### src/rtl/ser_ctrl8.sv
// ser_ctrl8: sequences an external 8-bit shift register for one-byte serial TX or RX.
// Define SER_CTRL8_PARITY_EN to add an even-parity bit phase after the data bits.
module ser_ctrl8 #(
    parameter logic IDLE_LEVEL = 1'b1
) (
    input  logic       CLK,
    input  logic       RESET_L,
    input  logic       START,
    input  logic       OP,
    input  logic       DIR,
    input  logic [7:0] TX_DATA,
    input  logic       SER_IN,
    input  logic [7:0] Q8,
    input  logic       S_OUT8,
    output logic       ENB8,
    output logic       DIR8,
    output logic [1:0] MODO8,
    output logic [7:0] D8,
    output logic       S_IN8,
    output logic       SER_OUT,
    output logic       BUSY,
    output logic       DONE,
    output logic [7:0] RX_DATA,
    output logic       PAR_ERR
);
    typedef enum logic [2:0] {
        IDLE,
        LOAD,
        SHIFT,
`ifdef SER_CTRL8_PARITY_EN
        PARITY,
`endif
        FIN
    } state_t;
    state_t state, nextState;
    logic [2:0] cnt;
    logic opLat, dirLat;
    logic [7:0] txLat, rxData;
    always_ff @(posedge CLK or negedge RESET_L) begin
        if (!RESET_L) begin
            state  <= IDLE;
            cnt    <= 3'd0;
            opLat  <= 1'b0;
            dirLat <= 1'b0;
            txLat  <= 8'd0;
            rxData <= 8'd0;
        end else begin
            state <= nextState;
            cnt   <= (state == SHIFT) ? cnt + 3'd1 : 3'd0;
            if (state == IDLE && START) begin
                opLat  <= OP;
                dirLat <= DIR;
                txLat  <= TX_DATA;
            end
            // Q8 is final during FIN: the last shift edge has already landed
            if (state == FIN && opLat) rxData <= Q8;
        end
    end
`ifdef SER_CTRL8_PARITY_EN
    logic parErr;
    always_ff @(posedge CLK or negedge RESET_L) begin
        if (!RESET_L) parErr <= 1'b0;
        else if (state == PARITY && opLat) parErr <= (^Q8) != SER_IN;
    end
    assign PAR_ERR = parErr;
`else
    assign PAR_ERR = 1'b0;
`endif
    assign RX_DATA = rxData;
    always_comb begin
        nextState = state;
        ENB8      = 1'b0;
        MODO8     = 2'b00;
        DIR8      = dirLat;
        D8        = txLat;
        S_IN8     = 1'b0;
        SER_OUT   = IDLE_LEVEL;
        BUSY      = state != IDLE;
        DONE      = 1'b0;
        case (state)
            IDLE: nextState = START ? (OP ? SHIFT : LOAD) : IDLE;
            LOAD: begin
                nextState = SHIFT;
                ENB8      = 1'b1;
                MODO8     = 2'b10;
            end
            SHIFT: begin
`ifdef SER_CTRL8_PARITY_EN
                nextState = (cnt == 3'd7) ? PARITY : SHIFT;
`else
                nextState = (cnt == 3'd7) ? FIN : SHIFT;
`endif
                ENB8    = 1'b1;
                S_IN8   = opLat ? SER_IN : 1'b0;
                SER_OUT = opLat ? IDLE_LEVEL : S_OUT8;
            end
`ifdef SER_CTRL8_PARITY_EN
            PARITY: begin
                nextState = FIN;
                SER_OUT   = opLat ? IDLE_LEVEL : ^txLat;
            end
`endif
            FIN: begin
                nextState = IDLE;
                DONE      = 1'b1;
            end
            default: nextState = IDLE;
        endcase
    end
endmodule

### config.mk
export PLATFORM = sky130hd
export DESIGN_NAME = ser_ctrl8
export DESIGN_NICKNAME = d
export VERILOG_FILES = /design/src/rtl/ser_ctrl8.sv
export SDC_FILE = /design/constraint.sdc
export NUM_CORES = 1
export LEC_CHECK = 0
export ABC_AREA = 0
export CAP_MARGIN = 25
export CORE_MARGIN = 2
export CORE_UTILIZATION = 40
export DETAILED_ROUTE_END_ITERATION = 12
export PLACE_DENSITY = 0.78
export SYNTH_ARGS = -nofsm -noshare
export SYNTH_HDL_FRONTEND = slang
export SYNTH_SLANG_ARGS = --single-unit
### constraint.sdc
create_clock -name CLK -period 3.4 [get_ports CLK]
set_input_delay 0.51 -clock CLK [delete_from_list [all_inputs] [get_ports CLK]]
set_output_delay 0.51 -clock CLK [all_outputs]
set_load 0.05 [all_outputs]
==> summary.txt <==
Clocking
  – Post-CTS Setup Inserts: 0
  – CTS tree: yes
  – Clock Tree Root: clkbuf_4
  – H-tree depth: 1
  – Worst-path clk slew: 0.12 ns
  – Worst-Skew Late Latency: 0.29 ns
  – TritonCTS Buffers: 3
  – Hold_buf cts: 0
  – PostCTS Resize Cnt: 0
  – CTS sink cnt: 23
  – Clock buffer depth: 2

Critical path
  – CP max FO: 4
  – Worst Path Required: 2.89 ns
  – Setup CP Type: flip-flop to output pin
  – Crit start category: flip-flop
  – Crit path capture type: output pin
  – Arrival time at the worst endpoint: 2.02 ns

Finish
  – Final nets: 148
  – Layout fillers: 203
  – Synthesis-to-finish area growth: 50.7%
  – Share of cells above drive strength 1: 0.207
  – Finished Layout Cells: 146
  – Antenna cells: 0

Routing
  – Antenna Nets Post-Route: 0
  – Number of DRC markers in iteration 0: 2
  – WL/cell: 13.0 um
  – DR pass1 iterations: 2
  – Routed vias/inst: 4.62
  – Via count: 675
  – Final wirelength: 1900 um
  – # DRC: 0

Floorplan
  – Die Ht: 54.6 um
  – Core Footprint: 2450 um^2
  – Starting Density: 0.417
  – Ports: 48
  – DIE AREA: 2980 um^2
  – Row cnt: 18
  – DIE WIDTH: 54.6 um

Synthesis
  – Top-area cell type share of the netlist area: 0.562
  – Top cells by area, synth: dfrtp_1 56%, mux2_4 13%, mux2_2 9.9%
  – Ys async rst share: 1.00
  – Post-synth top flop: dfrtp_1
  – Synth Warn #: 0
  – Synth cell types: 17
  – Most numerous cell in the Yosys netlist: dfrtp_1
  – Syn Inst Count: 68
  – Synth top cells by count: 23 x dfrtp_1, 9 x mux2_2, 9 x mux2_4, 8 x ha_1, 3 x inv_1
  – Syn avg cell area: 15.1 um^2
  – Flops & latches, synth: 23
  – Synthesized cell area: 1020 um^2
  – Seq/Total Area, Yosys: 0.562
  – EDFF count, synth: 0
  – Leading area contributor after synthesis: dfrtp_1

GRT
  – Total gr overflow: 0
  – Tot GR Track Use: 0.137
  – Global route hottest layer: met2
  – Largest net degree at the start of global routing: 24
  – Met3 Track Usage GR: 0.0301
  – Met1 usage: 0.158
  – First-pass GRT wire length: 2880 um
  – GRT met2 Usage: 0.246
  – Initial antenna violation count: 0
  – Number of global-route vias before repair: 678

Timing
  – RSZ-0062 raised after global routing: no
  – Slew Limit Fails: 0
  – TNS Setup: 0 ns
  – Hold_ws: 0.404 ns
  – Min cycle time layout: 2.53 ns
  – Final cycle utilization of the critical path: 0.743
  – Post-Route Skew: 0.00827 ns
  – Worst-margin pin slew: 0.508 ns
  – Relative slew margins: 0.660
  – Fmax: 396 MHz
  – # setup viols final: 0
  – Hold Fails Final Rpt: 0

Placement
  – Dpl cells: 141
  – Port bufs: 45
  – Final Wtd Congestion: 0.704
  – Dpl hpwl: 1470 um

Worst hold path
  – Worst min path class: primary input to asynchronous set/reset pin

Job
  – Max-cap violations: 0

Status
  – Outcome: complete, no violations

Pwr
  – Max VDD drop: 0.000816 V
  – Total Power: 1.63 mW
  – Pwr Density: 1050 nW/um^2
  – Pleak: 0.709 nW
-- critical path: stages, from the launching register on --
cell and delay (ns):
dfrtp_1 0.44, inv_1 0.12, ha_1 0.20, and3_1 0.16, clkdlybuf4s50_1 0.80
-- stage by stage --
step           area [um^2]  setup slack [ns]  utilization
5_1_grt               1540             0.775        0.628
6_report              1540             0.874        0.628
3_3_place_gp          1490             0.995        0.607
2_1_floorplan         1030              1.78            -
3_5_place_dp          1490             0.971        0.607
4_1_cts               1520             0.864        0.617
-- cells by family (layout without fill, tap and decap cells) --
| group | count (synthesis) | count (layout) | synth area share |
|---|---|---|---|
| AND/OR/NAND/NOR | 10 | 10 | 0.0550 |
| buffers and inverters | 6 | 53 | 0.0367 |
| adder cells (fa/ha/maj) | 8 | 8 | 0.0978 |
| AO/OA/AOI/OAI | 2 | 2 | 0.0135 |
| other | 1 | 2 | 0.00366 |
| flip-flops | 23 | 23 | 0.562 |
| multiplexers | 18 | 18 | 0.231 |
-- layer usage --
layer | part of all wire | routed length (um)
met5 | 0 | 0
met4 | 0.0063 | 12
met3 | 0.077 | 146
met2 | 0.50 | 952
met1 | 0.41 | 787
-- final timing paths --
| path | start | end | slack, ns | depth (start not counted) |
|---|---|---|---|---|
| worst max-delay path | state[0]$_DFF_PN0_ | S_IN8 | 0.87 | 4 |
| worst min-delay path | RESET_L | D8[2]$_DFFE_PN0P_ | 0.40 | 1 |
| worst max register to register | state[0]$_DFF_PN0_ | D8[2]$_DFFE_PN0P_ | 1.88 | 4 |
| worst min register to register | cnt[0]$_DFF_PN0_ | cnt[0]$_DFF_PN0_ | 0.45 | 1 |
| max in group asynchronous | RESET_L | RX_DATA[6]$_DFFE_PN0P_ | 2.63 | 2 |
| min in group CLK | cnt[0]$_DFF_PN0_ | cnt[0]$_DFF_PN0_ | 0.45 | 1 |
-- state kept, by name, summed over array words and instances (netlist names) --
| register | cells |
|---|---|
| D8 | 8 |
| opLat | 1 |
| RX_DATA | 8 |
| cnt | 3 |
| state | 2 |
| DIR8 | 1 |
-- layout by cell type, fill, tap and decap left out, types with 2 or more instances in the layout --
cell type / n
and2_1: 2
clkbuf_4: 3
clkdlybuf4s50_1: 45
conb_1: 2
dfrtp_1: 23
ha_1: 8
inv_1: 3
mux2_2: 9
mux2_4: 9
nand2_2: 2
nor2_1: 2
-- report_power, final --
group          switching (mW)  internal, mW  total, mW
combinational           0.620         0.403       1.02
sequential             0.0815         0.405      0.486
clock                  0.0725        0.0456      0.118
-- layout make-up --
cell class,instances,area (um^2),share of cell area
Clock buffer,4,26.3,0.0170
Inverter,3,11.3,0.00730
Multi-Input combinational cell,40,414,0.268
Sequential cell,23,576,0.373
Tap cell,30,37.5,0.0243
Timing Repair Buffer,46,478,0.310
Power figures use the tool's default switching activity.
